## src/rtl/game_pkg.sv

```systemverilog
// Shared cell/result codes and FSM state encoding for the N x N tic-tac-toe block.
package game_pkg;

  localparam logic [1:0] CELL_EMPTY  = 2'b00;
  localparam logic [1:0] CELL_PLAYER = 2'b01;
  localparam logic [1:0] CELL_COMP   = 2'b10;

  localparam logic [1:0] WHO_NONE   = 2'b00;
  localparam logic [1:0] WHO_PLAYER = 2'b01;
  localparam logic [1:0] WHO_COMP   = 2'b10;
  localparam logic [1:0] WHO_DRAW   = 2'b11;

  typedef enum logic [2:0] {
    P_TURN,
    P_CHECK,
    C_TURN,
    C_CHECK,
    DONE
  } game_state_t;

endpackage

```

## src/rtl/line_win_detector.sv

```systemverilog
// Combinational K-in-a-row detector over every horizontal, vertical, diagonal and
// anti-diagonal window of an N x N board; zero latency, no flow control.
module line_win_detector #(
  parameter int N = 3,
  parameter int K = 3
) (
  input  logic [2*N*N-1:0] board,
  input  logic [1:0]       mark,
  output logic             win
);

  // One hit bit per (start cell, direction); directions: 0 row, 1 column, 2 diag, 3 anti-diag.
  logic [4*N*N-1:0] hit;

  for (genvar r = 0; r < N; r++) begin : g_row
    for (genvar c = 0; c < N; c++) begin : g_col
      for (genvar d = 0; d < 4; d++) begin : g_dir
        localparam int DR = (d == 0) ? 0 : 1;
        localparam int DC = (d == 1) ? 0 : ((d == 3) ? -1 : 1);
        localparam int ER = r + DR * (K - 1);
        localparam int EC = c + DC * (K - 1);
        if (ER < N && EC >= 0 && EC < N) begin : g_win
          logic [K-1:0] m;
          for (genvar k = 0; k < K; k++) begin : g_k
            assign m[k] = (board[2*((r + DR*k)*N + c + DC*k) +: 2] == mark);
          end
          assign hit[4*(r*N + c) + d] = &m;
        end else begin : g_none
          assign hit[4*(r*N + c) + d] = 1'b0;
        end
      end
    end
  end

  assign win = |hit;

endmodule

```

## src/rtl/nxn_tic_tac_toe_game.sv

```systemverilog
// N x N, K-in-a-row player-vs-computer game: board written on the accepting edge, result one cycle later.
// Strobes off-turn or outside TURN states are dropped; TURN_TIMER_EN adds a per-turn forfeit timer.
module nxn_tic_tac_toe_game
  import game_pkg::*;
#(
  parameter int N       = 3,
  parameter int K       = 3,
  parameter int POS_W   = $clog2(N*N),
  parameter int TIMEOUT = 255
) (
  input  logic               clock,
  input  logic               reset,
  input  logic               play,
  input  logic               pc,
  input  logic [POS_W-1:0]   player_position,
  input  logic [POS_W-1:0]   computer_position,
  output logic [2*N*N-1:0]   board,
  output logic               turn,
  output logic               illegal,
  output logic               game_over,
  output logic [1:0]         who
);

  localparam int CELLS = N * N;

  game_state_t          state_q, state_d;
  logic [2*CELLS-1:0]   board_q, board_d;
  logic                 illegal_q, illegal_d;
  logic [1:0]           who_q, who_d;
  logic                 over_q, over_d;
  logic [1:0]           chk_mark;
  logic                 win, full;
  logic                 tmo;

  function automatic logic move_ok(input logic [POS_W-1:0] pos, input logic [2*CELLS-1:0] b);
    logic ok;
    ok = 1'b0;
    for (int i = 0; i < CELLS; i++)
      if (int'(pos) == i && b[2*i +: 2] == CELL_EMPTY) ok = 1'b1;
    return ok;
  endfunction

  function automatic logic [2*CELLS-1:0] place(input logic [2*CELLS-1:0] b,
                                               input logic [POS_W-1:0] pos,
                                               input logic [1:0] mark);
    logic [2*CELLS-1:0] r;
    r = b;
    for (int i = 0; i < CELLS; i++)
      if (int'(pos) == i) r[2*i +: 2] = mark;
    return r;
  endfunction

  assign chk_mark = (state_q == C_CHECK) ? CELL_COMP : CELL_PLAYER;

  line_win_detector #(.N(N), .K(K)) u_win (
    .board (board_q),
    .mark  (chk_mark),
    .win   (win)
  );

  always_comb begin
    full = 1'b1;
    for (int i = 0; i < CELLS; i++)
      if (board_q[2*i +: 2] == CELL_EMPTY) full = 1'b0;
  end

`ifdef TURN_TIMER_EN
  localparam int TMR_W = ($clog2(TIMEOUT + 1) > 8) ? $clog2(TIMEOUT + 1) : 8;
  logic [TMR_W-1:0] timer_q;

  // Fires on the TIMEOUT-th cycle spent in a turn state, so the forfeit lands at that edge.
  assign tmo = (timer_q == TMR_W'(TIMEOUT - 1));

  always_ff @(posedge clock) begin
    if (reset)
      timer_q <= '0;
    else if ((state_q == P_TURN || state_q == C_TURN) && state_d == state_q)
      timer_q <= timer_q + 1'b1;
    else
      timer_q <= '0;
  end
`else
  logic unused_timeout;
  assign unused_timeout = (TIMEOUT == 0);
  assign tmo = 1'b0;
`endif

  always_comb begin
    state_d   = state_q;
    board_d   = board_q;
    illegal_d = 1'b0;
    who_d     = who_q;
    over_d    = over_q;
    unique case (state_q)
      P_TURN: begin
        if (play && move_ok(player_position, board_q)) begin
          board_d = place(board_q, player_position, CELL_PLAYER);
          state_d = P_CHECK;
        end else begin
          illegal_d = play;
          if (tmo) begin
            who_d   = WHO_COMP;
            over_d  = 1'b1;
            state_d = DONE;
          end
        end
      end
      C_TURN: begin
        if (pc && move_ok(computer_position, board_q)) begin
          board_d = place(board_q, computer_position, CELL_COMP);
          state_d = C_CHECK;
        end else begin
          illegal_d = pc;
          if (tmo) begin
            who_d   = WHO_PLAYER;
            over_d  = 1'b1;
            state_d = DONE;
          end
        end
      end
      P_CHECK, C_CHECK: begin
        // A line completed by the last free cell is a win, so win is tested before full.
        if (win) begin
          who_d   = (state_q == P_CHECK) ? WHO_PLAYER : WHO_COMP;
          over_d  = 1'b1;
          state_d = DONE;
        end else if (full) begin
          who_d   = WHO_DRAW;
          over_d  = 1'b1;
          state_d = DONE;
        end else begin
          state_d = (state_q == P_CHECK) ? C_TURN : P_TURN;
        end
      end
      DONE:    state_d = DONE;
      default: state_d = P_TURN;
    endcase
  end

  always_ff @(posedge clock) begin
    if (reset) begin
      state_q   <= P_TURN;
      board_q   <= '0;
      illegal_q <= 1'b0;
      who_q     <= WHO_NONE;
      over_q    <= 1'b0;
    end else begin
      state_q   <= state_d;
      board_q   <= board_d;
      illegal_q <= illegal_d;
      who_q     <= who_d;
      over_q    <= over_d;
    end
  end

  assign board     = board_q;
  assign turn      = (state_q == C_TURN) || (state_q == C_CHECK);
  assign illegal   = illegal_q;
  assign game_over = over_q;
  assign who       = who_q;

endmodule

```

## config.mk

```make
export PLATFORM = sky130hd
export DESIGN_NAME = nxn_tic_tac_toe_game
export DESIGN_NICKNAME = d
export VERILOG_FILES = /design/src/rtl/game_pkg.sv /design/src/rtl/line_win_detector.sv /design/src/rtl/nxn_tic_tac_toe_game.sv
export SDC_FILE = /design/constraint.sdc
export NUM_CORES = 1
export LEC_CHECK = 0
export BUFFER_PORTS_ARGS = -buffer_cell sky130_fd_sc_hd__buf_2
export CORE_AREA = 2 2 60 62
export CTS_BUF_LIST = sky130_fd_sc_hd__clkbuf_4
export DETAILED_ROUTE_END_ITERATION = 6
export DIE_AREA = 0 0 62 64
export GPL_TIMING_DRIVEN = 0
export PLACE_DENSITY_LB_ADDON = 0.08
export SLEW_MARGIN = 30
export SYNTH_ARGS = -nofsm -noshare
export SYNTH_HDL_FRONTEND = slang
export SYNTH_SLANG_ARGS = --single-unit
export TNS_END_PERCENT = 5
```

## constraint.sdc

```tcl
create_clock -name clock -period 1.75 [get_ports clock]
set_input_delay 0.175 -clock clock [delete_from_list [all_inputs] [get_ports clock]]
set_output_delay 0.175 -clock clock [all_outputs]
set_load 0.01 [all_outputs]
```

# Word-level counts from Yosys, hierarchy flattened
# Cells that the tools add are included.
dict set report totals {
  out_inout_bits 23
  register_bits 25
  latchBits 0
  romBits 0
  n_memories 0
  ram_bits 0
}
dict set report classes {
  shifts 0
  bitwise_logic 0
  multipliers 0
  reduce_logical 56
  eq_ne 49
  addsub 0
  div 0
  order_cmp 0
  n_mux 65
}
# operator n
set op_table {}
lappend op_table {{two-way mux 2 bit} 23}
lappend op_table {{AND reduction 5 bit} 9}
lappend op_table {{== test 4 bit (second input constant)} 10}
lappend op_table {{inequality test 2 bit (second input constant)} 20}
lappend op_table {{two-way mux 18 bit} 2}
lappend op_table {{case mux 18 bit (2 select lines)} 1}
lappend op_table {{two-way mux 1 bit} 33}
lappend op_table {{AND reduction 3 bit} 8}
lappend op_table {{logical AND 1 bit} 20}
lappend op_table {{== test 2 bit} 9}
lappend op_table {{logical NOT 2 bit} 9}
lappend op_table {{== test 4 x 3 -> 1 bit (second input constant)} 4}
lappend op_table {{two-way mux 3 bit} 4}
lappend op_table {{case mux 3 bit (4 select lines)} 1}
lappend op_table {{== test 4 x 2 -> 1 bit (second input constant)} 2}
lappend op_table {{logical NOT 4 bit} 2}
lappend op_table {{OR reduction 8 bit} 1}
lappend op_table {{== test 3 x 2 -> 1 bit (second input constant)} 2}
lappend op_table {{AND reduction 2 bit} 2}
lappend op_table {{nonzero test 2 bit} 2}
lappend op_table {{== test 3 x 1 -> 1 bit (second input constant)} 1}
lappend op_table {{== test 3 bit (second input constant)} 1}
lappend op_table {{logical NOT 3 bit} 1}
lappend op_table {{case mux 1 bit (2 select lines)} 1}
lappend op_table {{other kinds (2)} 2}

# Longest topological paths before layout
# Gate-level depths: netlist of run 1.
dict set report depth {
  depth_word 15
  depth_mapped 8
  mapped_depth_nobuf 6
}

# By module
# Synthesis of run 1 repeated with hierarchy kept, for this count alone.
dict set report unflattened {
  hier_cells 199
  area_unflattened_um2 1549.0
}
# mod cells_each area_per_inst_um2 n_inst
set by_module_without_submodules {}
lappend by_module_without_submodules {nxn_tic_tac_toe_game 150 1228.7 1}
lappend by_module_without_submodules {line_win_detector 49 320.3 1}

# Worst setup path after synthesis of run 1
# Ideal clock, no wire load.
dict set report synth_path {
  path_type {reg-to-reg}
  startpoint {register board_q[1] (netlist: board[1])}
  endpoint {register board_q[13] (netlist: board[13])}
  path_stages_with_launch 7
  n_path_buf 1
  required_ns 1.654
  period_less_slack_ns 1.688
  arrival_time_ns 1.593
  path_slack_ns 0.062
  cell_sequence {dfxtp_1 -> nor4_1 -> o31ai_1 -> o2111ai_1 -> and2_0 -> clkbuf_4 -> o41ai_2}
}
dict set report synth_via {
  elab_chain_cells 15
  elab_cells_between_ends 28
  cone_classes {2 x eq/ne; 20 x mux; 6 x reduce/logical}
}
# element line
set synth_rtl {}
lappend synth_rtl {{from (decl)} nxn_tic_tac_toe_game.sv:27} ;# logic [2*CELLS-1:0] board_q, board_d;
lappend synth_rtl {{from (signal assigned)} nxn_tic_tac_toe_game.sv:149} ;# board_q <= board_d;
lappend synth_rtl {{logical NOT 2 bit *} nxn_tic_tac_toe_game.sv:39} ;# if (int'(pos) == i && b[2*i +: 2] == CELL_EMPTY) ok = 1'b1;
lappend synth_rtl {{logical AND 1 bit} nxn_tic_tac_toe_game.sv:39}
lappend synth_rtl {{two-way mux 1 bit (9 in series)} nxn_tic_tac_toe_game.sv:39}
lappend synth_rtl {{two-way mux 1 bit} nxn_tic_tac_toe_game.sv:94} ;# unique case (state_q)
lappend synth_rtl {{logical AND 1 bit (on tied branches)} {nxn_tic_tac_toe_game.sv:109, nxn_tic_tac_toe_game.sv:96}}
lappend synth_rtl {{inequality test 2 bit (no source line)} -}
lappend synth_rtl {{AND reduction 5 bit (no source line) *} -}
# Mark *: on every way between the ends. The rest lies on a longest branch, timed or not. The select of a mux whose other input is x is not followed.
# A chain may end at the register's enable or synchronous reset.

# Worst setup path after layout of run 1
dict set report layout_path {
  startpoint {register board_q[1] (netlist: board[1])}
  endpoint {register board_q[17] (netlist: board[17])}
}
# Same word-level chain as after synthesis.

==> results by group, run 1 <==
Status
  • Status: finished with violations
  • Failing checks: setup timing

Layout
  • Area delta synth->final: 41.0%
  • Ant diodes: 0
  • Fin nets: between 200 and 300
  • Final instance area: 2450 um2
  • Layout cell share with drive strength beyond 1: 50.8%

Worst setup path
  • WP data required: 1.99 ns
  • Worst setup path class: reg -> reg
  • R2R setup slack: -0.04 ns
  • Top delay family on crit path: compound AO/OA/AOI/OAI gates
  • Crit path launch type: register
  • Critical-path top delay cell: dfxtp_4
  • Worst-path maximum fanout: 5
  • Crit-path cells: buf_4 -> nor2_2 -> a22oi_1 -> and3_4 -> a21oi_4 -> o21ai_4 -> o41ai_4
  • Data arrival, critical path: slightly above 2 ns
  • CP endpoint kind: register
  • CP max stage delay: ~0.4 ns
  • Crit path buffers/inverters: 1

STA
  • Setup slack after layout: -0.0397 ns
  • Rel. slew slack: 60.9%
  • Worst Hold Slack: between 0.07 and 0.08 ns
  • Achievable frequency: ~560 MHz
  • Skew final: between 0.015 and 0.02 ns
  • Final Critical Period: 1.79 ns
  • Hold Vio Cnt, Final: 0
  • Period utilization: 102%
  • Worst-Margin Slew: between 0.5 and 0.6 ns
  • Endpoints failing setup: 4
  • Slew Viols, Final: 0
  • RSZ-0062 raised after global routing: true

Detailed routing
  • Drt drc: 0
  • Total Wirelength: approximately 6 mm
  • Total number of vias: about 2,000
  • DR pass1 iterations: 4
  • Number of routed nets with antenna violations: 0
  • DR vias/cell: about 6.4
  • Initial drt markers: between 100 and 150
  • WL per Instance: roughly 19 um

Floorplan
  • Die Y: 64 um
  • Die ar.: approximately 4000 um2
  • # rows: 21
  • Initial Util: a little over half
  • Die Width: around 62 um
  • Top Ports: 35
  • Placeable Area: 3280 um2

Clock network
  • Hold Buf Count CTS: 0
  • CTS root buffer: clkbuf_4
  • Clock slew at reported path FFs: ~0.16 ns
  • H-tree depth: 1
  • Worst-case clock buffer depth: 2
  • Worst skew pair latency: roughly 0.34 ns
  • Inserted Clock Buffers: 3
  • CTS tree: built
  • CTS Sinks: 25

Placed design
  • Number of I/O port buffers: 33
  • Placed Instance Area: between 1500 and 2000 um2
  • HPWL Detailed: ~3.9 mm
  • RePlAce Congestion: just over 0.9
  • Pre-CTS WS: -0.332 ns

Synth
  • Synth Flop Type: dfxtp_1
  • Unique cell type count in the Yosys netlist: 53
  • Syn Inst Count: between 200 and 250
  • Avg Cell Area, Syn: around 8.6 um2
  • Top cells by area, synth: dfxtp_1 (29%), nor4bb_1 (8.1%), nor2_1 (6.3%), a21oi_1 (2.9%), and4bb_2 (2.9%)
  • Register area share after synthesis: about 29%
  • Synth top area share: 28.8%
  • Yosys reg bits: 25
  • Most area-hungry cell type in the Yosys netlist: dfxtp_1
  • YS warnings: 0
  • Post-synth ARST share: 0%
  • Syn nets: 215
  • Mapped Area: about 1700 um2
  • Most frequent cells after synthesis: nor2_1 (29), dfxtp_1 (25), nor4bb_1 (14), nand2_1 (13), a21oi_1 (10)
  • Most common cell in the netlist: nor2_1
  • EDFF count, synth: 0

Global routing
  • Largest net degree at the start of global routing: 16
  • GRT overflow: 0
  • Global Route Usage Sum: between 20% and 30%
  • Vias in the first global route: roughly 1,700
  • First-pass GRT wire length: 8.58 mm
  • Initial antenna violation count: 0

Power
  • Lkg Pwr: 0.895 nW
  • Max VDD drop: slightly above 0.3 mV
  • P per Cell Area: 479 nW/um2

Worst hold path
  • Min-delay worst type: in -> reg

Job
  • Max Cap Viol: 0
-- routing by layer --
| layer | global-route usage, % | wire length [um] | up-vias |
|---|---|---|---|
| met3 | 4.05 | 547 | 20 |
| li1 | - | - | 898 |
| met5 | 0 | 0 | - |
| met4 | 7.45 | 138 | 0 |
| met2 | 45.3 | 2800 | 103 |
| met1 | 40.1 | 2370 | 944 |
-- placed cells by master, fill, tap and decap left out, drive strengths merged, types with 2 or more instances in the layout --
cell     Yosys  routed
buf          8      63
nor2        29      29
dfxtp       25      25
nor4bb      14      14
nand2       13      13
a21oi       11      11
nor2b        8       8
o21ai        8       8
clkbuf       5       8
inv          7       7
nor4b        7       7
o211ai       5       5
and4bb       4       4
nor3         4       4
nor4         4       4
a41oi        4       4
nand4b       3       3
nand4        3       3
nand3b       3       3
o21a         3       3
nor3b        3       3
a22oi        2       2
a211oi       2       2
a31oi        2       2
o311ai       2       2
o22ai        2       2
nand2b       2       2
o221a        2       2
o21ba        2       2
o2111ai      2       2
and2         2       2
o311a        2       2
o41ai        2       2
-- per-stage QoR --
step / instances / TNS, ns / power [mW] / utilization, %
3_3_place_gp: 282 / -2.42 / 0.850 / 59.8
3_5_place_dp: 282 / -3.04 / 0.854 / 59.8
2_1_floorplan: 203 / 0 / 0.776 / -
6_report: 308 / -0.0641 / 1.17 / 74.7
5_1_grt: 308 / -0.613 / 1.22 / 74.7
4_1_cts: 291 / -0.0187 / 1.13 / 63.4
-- repair_timing --
action	CTS	global route
pin swaps	3	24
buffers inserted	5	18
endpoints found under the hold margin	0	0
endpoints found under the setup margin	17	22
gates resized for setup	25	56
-- state kept, by name (all words and copies together), names as in the netlist --
name / flops
illegal: 1
state_q: 3
board: 18
game_over: 1
who: 2
-- logic make-up after synthesis --
kind of cell	after synthesis	synth area share, %
mux	1	0.647
flops	25	28.8
buf+inv	20	6.33
simple gates	102	39.9
compound gates	55	24.4
-- cell type report --
cell class	instances	area [um2]
multi-input cells	158	1340
flip-flops and latches	25	556
repair buffers	56	352
fillers	253	831
inverters	7	26.3
well taps	46	57.6
plain buffers	12	88.8
clock buffers	3	22.5
clock inverters	1	7.51
-- path summary, 6_finish.rpt --
path / to / cells past startpoint / startpoint
max: board[17] / 7 / board[1]
min: board[17] / 2 / reset
max reg2reg: board[17] / 7 / board[1]
min reg2reg: game_over / 1 / game_over
-- power breakdown --
group          total, mW  internal, mW  switching (mW)
Sequential         0.587         0.566          0.0210
Clock              0.284        0.0875           0.196
Combinational      0.304         0.134           0.169
Power figures use the tool's default switching activity.
==> run 2: changes to the inputs <==
--- a/config.mk
+++ b/config.mk
@@ -12,6 +12,7 @@
 export DIE_AREA = 0 0 62 64
 export GPL_TIMING_DRIVEN = 0
 export PLACE_DENSITY_LB_ADDON = 0.08
+export SETUP_SLACK_MARGIN = 0.02
 export SLEW_MARGIN = 30
 export SYNTH_ARGS = -nofsm -noshare
 export SYNTH_HDL_FRONTEND = slang
==> results by group, run 2 (synthesis results as in run 1) <==
STA
  • RSZ-0062 raised after global routing: true
  • Hold Vio Cnt, Final: 0 (unchanged)
  • Endpoints failing setup: 3 (-1)
  • Achievable frequency: 561 MHz (+0.42%)
  • Worst-Margin Slew: 0.547 ns (-0.0405 ns)
  • Setup TNS: -0.0559 ns (+0.00810 ns)
  • Skew final: 0.00726 ns (-0.00795 ns)
  • Slew Viols, Final: 0 (unchanged)
  • Period utilization: 102% (-0.43 points)
  • Setup slack after layout: -0.0322 ns (+0.00751 ns)
  • Worst Hold Slack: 0.0775 ns (+0.00684 ns)
  • Rel. slew slack: 63.6% (+2.7 points)
  • Final Critical Period: 1.78 ns (-0.00751 ns)

Clock network
  • Worst skew pair latency: 0.32 ns (-0.02 ns)
  • Clock slew at reported path FFs: 0.16 ns (about the same)
  • CTS Sinks: 25 (unchanged)
  • Inserted Clock Buffers: 3 (unchanged)
  • Hold Buf Count CTS: 0 (unchanged)
  • H-tree depth: 1 (unchanged)
  • CTS root buffer: clkbuf_4
  • Worst-case clock buffer depth: 2 (unchanged)
  • CTS tree: built

Detailed routing
  • WL per Instance: 18.8 um (-1.2%)
  • Total number of vias: 1,925 (-2.0%)
  • Total Wirelength: 5.72 mm (-2.2%)
  • Initial drt markers: 170 (+14%)
  • DR vias/cell: 6.31 (-1.1%)
  • Drt drc: 0 (unchanged)
  • Number of routed nets with antenna violations: 0 (unchanged)
  • DR pass1 iterations: 4 (unchanged)

Floorplan
  • Die Width: 62 um (unchanged)
  • Top Ports: 35 (unchanged)
  • Die Y: 64 um (unchanged)
  • Initial Util: 53.0% (unchanged)
  • Die ar.: 3970 um2 (unchanged)
  • Placeable Area: 3280 um2 (unchanged)
  • # rows: 21 (unchanged)

Worst setup path
  • Setup crit start: board[1]
  • FF-to-FF path depth: 7 (unchanged)
  • Critical R2R Launch: board[1]
  • WP data required: 1.98 ns (about the same)
  • R2R setup slack: -0.03 ns (about the same)
  • CP max stage delay: 0.41 ns (about the same)
  • Crit path launch type: register
  • Crit-path cells: buf_4 -> nor2_2 -> a22oi_1 -> and3_4 -> a21oi_4 -> o21ai_4 -> o41ai_4
  • Data arrival, critical path: 2.01 ns (-0.02 ns)
  • Worst-path maximum fanout: 5 (unchanged)
  • Worst r2r dst: board[17]
  • Critical-path top delay cell: dfxtp_4
  • Worst setup path class: reg -> reg
  • CP endpoint kind: register
  • Crit path to: board[17]

Global routing
  • Vias in the first global route: 1,764 (+1.0%)
  • Global Route met2 Usage: 44.9% (-0.39 points)
  • Met3 usage: 4.25% (+0.20 points)
  • Busiest layer in global routing: met2
  • First-pass GRT wire length: 8.58 mm (about the same)
  • Initial antenna violation count: 0 (unchanged)
  • Global Route Usage Sum: 28.7% (about the same)
  • Routing usage on met1: 39.7% (-0.42 points)
  • GRT overflow: 0 (unchanged)
  • Largest net degree at the start of global routing: 16 (unchanged)

Job
  • Max Cap Viol: 0 (unchanged)

Layout
  • Ant diodes: 0 (unchanged)
  • Layout cell share with drive strength beyond 1: 49.4% (-1.3 points)
  • Final instance area: 2390 um2 (-2.4%)
  • Max reg flops: 18 (unchanged)
  • Fin nets: 272 (-1.1%)
  • Final Core Density: 72.9% (-1.8 points)
  • Leading cell type in the layout, fill and taps excluded: buf_2
  • Commonest non-fill, non-tap cells in the layout: buf_2 (35), nor2_1 (27), buf_4 (21)
  • Area delta synth->final: 37.6%
  • Final Non-Filler Cells: 305 (-0.97%)

Placed design
  • Dpl cells: 282 (unchanged)
  • Placed Instance Area: 1960 um2 (unchanged)
  • Number of I/O port buffers: 33 (unchanged)
  • RePlAce Congestion: 0.907 (unchanged)
  • Pre-CTS WS: -0.332 ns (unchanged)
  • HPWL Detailed: 3.87 mm (unchanged)

Status
  • Status: finished with violations
  • Failing checks: setup timing

Power
  • Total power: 1.17 mW (-0.39%)
  • P per Cell Area: 488 nW/um2 (+2.1%)
  • Lkg Pwr: 0.877 nW (-1.9%)
  • Max VDD drop: 0.293 mV (-5.6%)

Worst hold path
  • WHS Path Cells: 2 (unchanged)
  • Min-delay worst type: in -> reg
[run 2: critical path, delay by kind of cell, from the launching register on]
| kind | cells | cell delay (ns) |
|---|---|---|
| AND/OR/NAND/NOR | 2 | 0.33 |
| buffers and inverters | 1 | 0.17 |
| AO/OA/AOI/OAI | 4 | 0.79 |
| flip-flops | 1 | 0.41 |
[run 2: layout make-up]
type	instances	area, um2
Buffer	11	77.6
Fill cell	260	890
Clock buffer	3	22.5
Clock inverter	1	7.51
Sequential cell	25	558
Multi-Input combinational cell	158	1320
Tap cell	46	57.6
Timing Repair Buffer	54	324
Inverter	7	26.3
[run 2: power breakdown]
part | switching [mW] | internal, mW | leakage (nW) | total (mW)
Sequential | 0.0216 | 0.564 | 0.215 | 0.586
Combinational | 0.167 | 0.136 | 0.648 | 0.303
Clock | 0.194 | 0.0872 | 0.0139 | 0.281
[run 2: repair_timing]
item                                   in CTS  in global routing
buffers inserted                            7                 14
endpoints found under the hold margin       0                  0
resized for setup                          32                 42
setup endpoints to repair                  18                 23
pin swaps                                   3                 18
cloned                                      0                  0
[run 2: per-layer routing]
layer / wire length (um) / share of wire (%)
met3: 455 / 8.0
met5: 0 / 0
met1: 2470 / 43
met4: 92 / 1.6
met2: 2700 / 47
[run 2: worst min-delay path by stage]
stage | from | endpoint
after floorplan | reset | board[17]
after CTS | reset | board[17]
after global placement | reset | board[17]
after global routing | reset | board[17]
final | reset | board[17]
after detailed placement | reset | board[17]
==> run 3: changes to the inputs <==
--- a/config.mk
+++ b/config.mk
@@ -5,15 +5,15 @@
 export SDC_FILE = /design/constraint.sdc
 export NUM_CORES = 1
 export LEC_CHECK = 0
-export BUFFER_PORTS_ARGS = -buffer_cell sky130_fd_sc_hd__buf_2
 export CORE_AREA = 2 2 60 62
 export CTS_BUF_LIST = sky130_fd_sc_hd__clkbuf_4
 export DETAILED_ROUTE_END_ITERATION = 6
 export DIE_AREA = 0 0 62 64
+export DONT_BUFFER_PORTS = 1
 export GPL_TIMING_DRIVEN = 0
 export PLACE_DENSITY_LB_ADDON = 0.08
 export SETUP_SLACK_MARGIN = 0.02
-export SLEW_MARGIN = 30
+export SLEW_MARGIN = 20
 export SYNTH_ARGS = -nofsm -noshare
 export SYNTH_HDL_FRONTEND = slang
 export SYNTH_SLANG_ARGS = --single-unit
==> constraint.sdc (replaced) <==
create_clock -name clock -period 1.55 [get_ports clock]
set_input_delay 0.155 -clock clock [delete_from_list [all_inputs] [get_ports clock]]
set_output_delay 0.155 -clock clock [all_outputs]
set_load 0.01 [all_outputs]
==> results by group, run 3 (synthesis results as in run 1) <==
Power
  • Flop pwr share: 54.5% (+4.4 points)
  • P per Cell Area: 596 nW/um2 (+22%)
  • Lkg Pwr: 0.626 nW (-29%)
  • Int Power: 0.849 mW (+7.9%)
  • Combinational Power Share: 21.2% (-4.7 points)
  • Sw Share: 30.7% (-2.0 points)
  • Clock group share of total power: 24.3% (+0.3 points)
  • Max VDD drop: 0.348 mV (+19%)
  • Switching power: 0.376 mW (-1.7%)

Detailed routing
  • Drt drc: 0 (unchanged)
  • DR vias/cell: 6.48 (+2.7%)
  • WL per Instance: 19.6 um (+4.7%)
  • Total number of vias: 1,678 (-13%)
  • Number of routed nets with antenna violations: 0 (unchanged)
  • Total Wirelength: 5.09 mm (-11%)
  • Initial drt markers: 102 (-40%)
  • DR pass1 iterations: 4 (unchanged)

Worst hold path
  • Worst Hold End: board[1]
  • WHS Path Cells: 3 (+1)
  • Hold path start: computer_position[2]
  • Min-delay worst type: in -> reg

Floorplan
  • Die Width: 62 um (unchanged)
  • Placeable Area: 3280 um2 (unchanged)
  • Initial Util: 53.0% (unchanged)
  • Die ar.: 3970 um2 (unchanged)
  • Die Y: 64 um (unchanged)
  • Top Ports: 35 (unchanged)
  • # rows: 21 (unchanged)

Status
  • Status: finished with violations
  • Failing checks: setup timing

Clock network
  • CTS tree: built
  • Clock slew at reported path FFs: 0.14 ns (-0.02 ns)
  • Inserted Clock Buffers: 3 (unchanged)
  • Worst skew pair latency: 0.33 ns (about the same)
  • CTS Sinks: 25 (unchanged)
  • H-tree depth: 1 (unchanged)
  • Worst-case clock buffer depth: 2 (unchanged)
  • CTS root buffer: clkbuf_4

STA
  • Endpoints failing setup: 23 (+20)
  • Setup TNS: -2.94 ns (-2.89 ns)
  • Skew final: 0.0128 ns (+0.00551 ns)
  • Rel. slew slack: 58.8% (-4.7 points)
  • RSZ-0062 raised after global routing: true
  • Setup slack after layout: -0.240 ns (-0.208 ns)
  • Period utilization: 116% (+14 points)
  • Final Critical Period: 1.79 ns (+0.00828 ns)
  • Hold Vio Cnt, Final: 0 (unchanged)
  • Achievable frequency: 559 MHz (-0.46%)
  • Worst-Margin Slew: 0.618 ns (+0.0712 ns)
  • Slew Viols, Final: 0 (unchanged)

Global routing
  • Vias in the first global route: 1,645 (-6.7%)
  • Largest net degree at the start of global routing: 15 (-1)
  • Global Route met2 Usage: 40.4% (-4.6 points)
  • Initial antenna violation count: 0 (unchanged)
  • GRT overflow: 0 (unchanged)
  • First-pass GRT wire length: 8.14 mm (-5.2%)
  • Met3 usage: 6.68% (+2.4 points)
  • Routing usage on met1: 38.0% (-1.7 points)
  • Busiest layer in global routing: met2
  • Global Route Usage Sum: 27.1% (-1.6 points)

Worst setup path
  • Crit path launch type: register
  • Worst setup path class: reg -> reg
  • R2R setup slack: -0.24 ns (-0.21 ns)
  • WP data required: 1.78 ns (-0.20 ns)
  • Crit-path cells: nor4_2 -> o31ai_1 -> o2111ai_2 -> buf_4 -> nor3b_1 -> a31oi_1 -> nor4_1
  • CP max stage delay: 0.45 ns (+0.04 ns)
  • FF-to-FF path depth: 7 (unchanged)
  • Worst r2r dst: illegal
  • Critical-path top delay cell: dfxtp_4
  • CP endpoint kind: register
  • Critical R2R Launch: board[1]
  • Worst-path maximum fanout: 8 (+3)
  • Top delay family on crit path: compound AO/OA/AOI/OAI gates
  • Data arrival, critical path: 2.02 ns (about the same)
  • Crit path buffers/inverters: 1 (unchanged)

Layout
  • Commonest non-fill, non-tap cells in the layout: nor2_1 (29), dfxtp_4 (15), nand2_1 (13)
  • Ant diodes: 0 (unchanged)
  • Leading cell type in the layout, fill and taps excluded: nor2_1
  • Area delta synth->final: 18.1%
  • Layout cell share with drive strength beyond 1: 36.2% (-13 points)
  • Max reg flops: 18 (unchanged)
  • Fin nets: 226 (-17%)

Placed design
  • RePlAce Congestion: 0.883 (-2.7%)
  • Number of I/O port buffers: 0 (-100%)
  • HPWL Detailed: 3.57 mm (-7.6%)
  • Pre-CTS WS: -0.468 ns (-0.137 ns)

Job
  • Max Cap Viol: 0 (unchanged)
-- run 3: cell types whose count changed in the layout (fill, tap and decap cells not counted), sizes merged --
cell         change
clkinvlp         -1
buf             -47
clkinv           +1
dlygate4sd3      +1
-- run 3: cell type report --
type                            instances  area (um2)
Sequential cell                        25         561
Clock inverter                          1        5.00
Timing Repair Buffer                    6        47.5
Tap cell                               46        57.6
Clock buffer                            3        22.5
Buffer                                 13         103
Inverter                                7        26.3
Multi-Input combinational cell        158        1230
Fill cell                             306        1230
-- run 3: per-stage QoR --
stage	instance area [um2]	util [%]	hold slack [ns]	power [mW]	std cells
after floorplan	1770	-	0.259	0.877	203
after global placement	1830	55.6	0.263	0.922	249
after detailed placement	1830	55.6	0.273	0.924	249
after CTS	1980	60.2	0.0449	1.23	259
after global routing	2060	62.6	0.0361	1.29	259
final	2060	62.6	0.0404	1.23	259
-- run 3: worst max path at each step --
stage,start,endpoint,cells after the start
after floorplan,board[4],board[17],7
after global placement,board[16],board[14],7
after detailed placement,board[16],board[17],6
after CTS,board[14],state_q[1],6
after global routing,board[3],illegal,7
final,board[1],illegal,7
-- run 3: power by group through the flow --
stage	clock network (mW)	registers, mW	logic (mW)
6_report	0.297	0.668	0.260
3_3_place_gp	0	0.701	0.221
2_1_floorplan	0	0.693	0.184
3_5_place_dp	0	0.703	0.222
4_1_cts	0.304	0.676	0.246
5_1_grt	0.339	0.671	0.278
-- run 3: what timing repair did --
item	in CTS	in global routing
buffers inserted	5	0
endpoints found under the hold margin	1	0
gates cloned	0	0
gates resized for setup	30	21
setup endpoints to repair	25	25
hold buffers	1	0
pin swaps	5	5
-- run 3: metal layers --
metal | part of all wire (%) | routed length (um) | up-vias
met5 | 0 | 0 | -
met4 | 1.7 | 86 | 0
met3 | 7.4 | 375 | 10
met2 | 47 | 2370 | 65
met1 | 44 | 2250 | 801
li1 | - | - | 802
-- run 3: worst reg2reg max path, cell delays in order, from the launching register on --
cell and delay, ns:
dfxtp_4 0.45, nor4_2 0.07, o31ai_1 0.27, o2111ai_2 0.21, buf_4 0.19, nor3b_1 0.22, a31oi_1 0.06, nor4_1 0.21
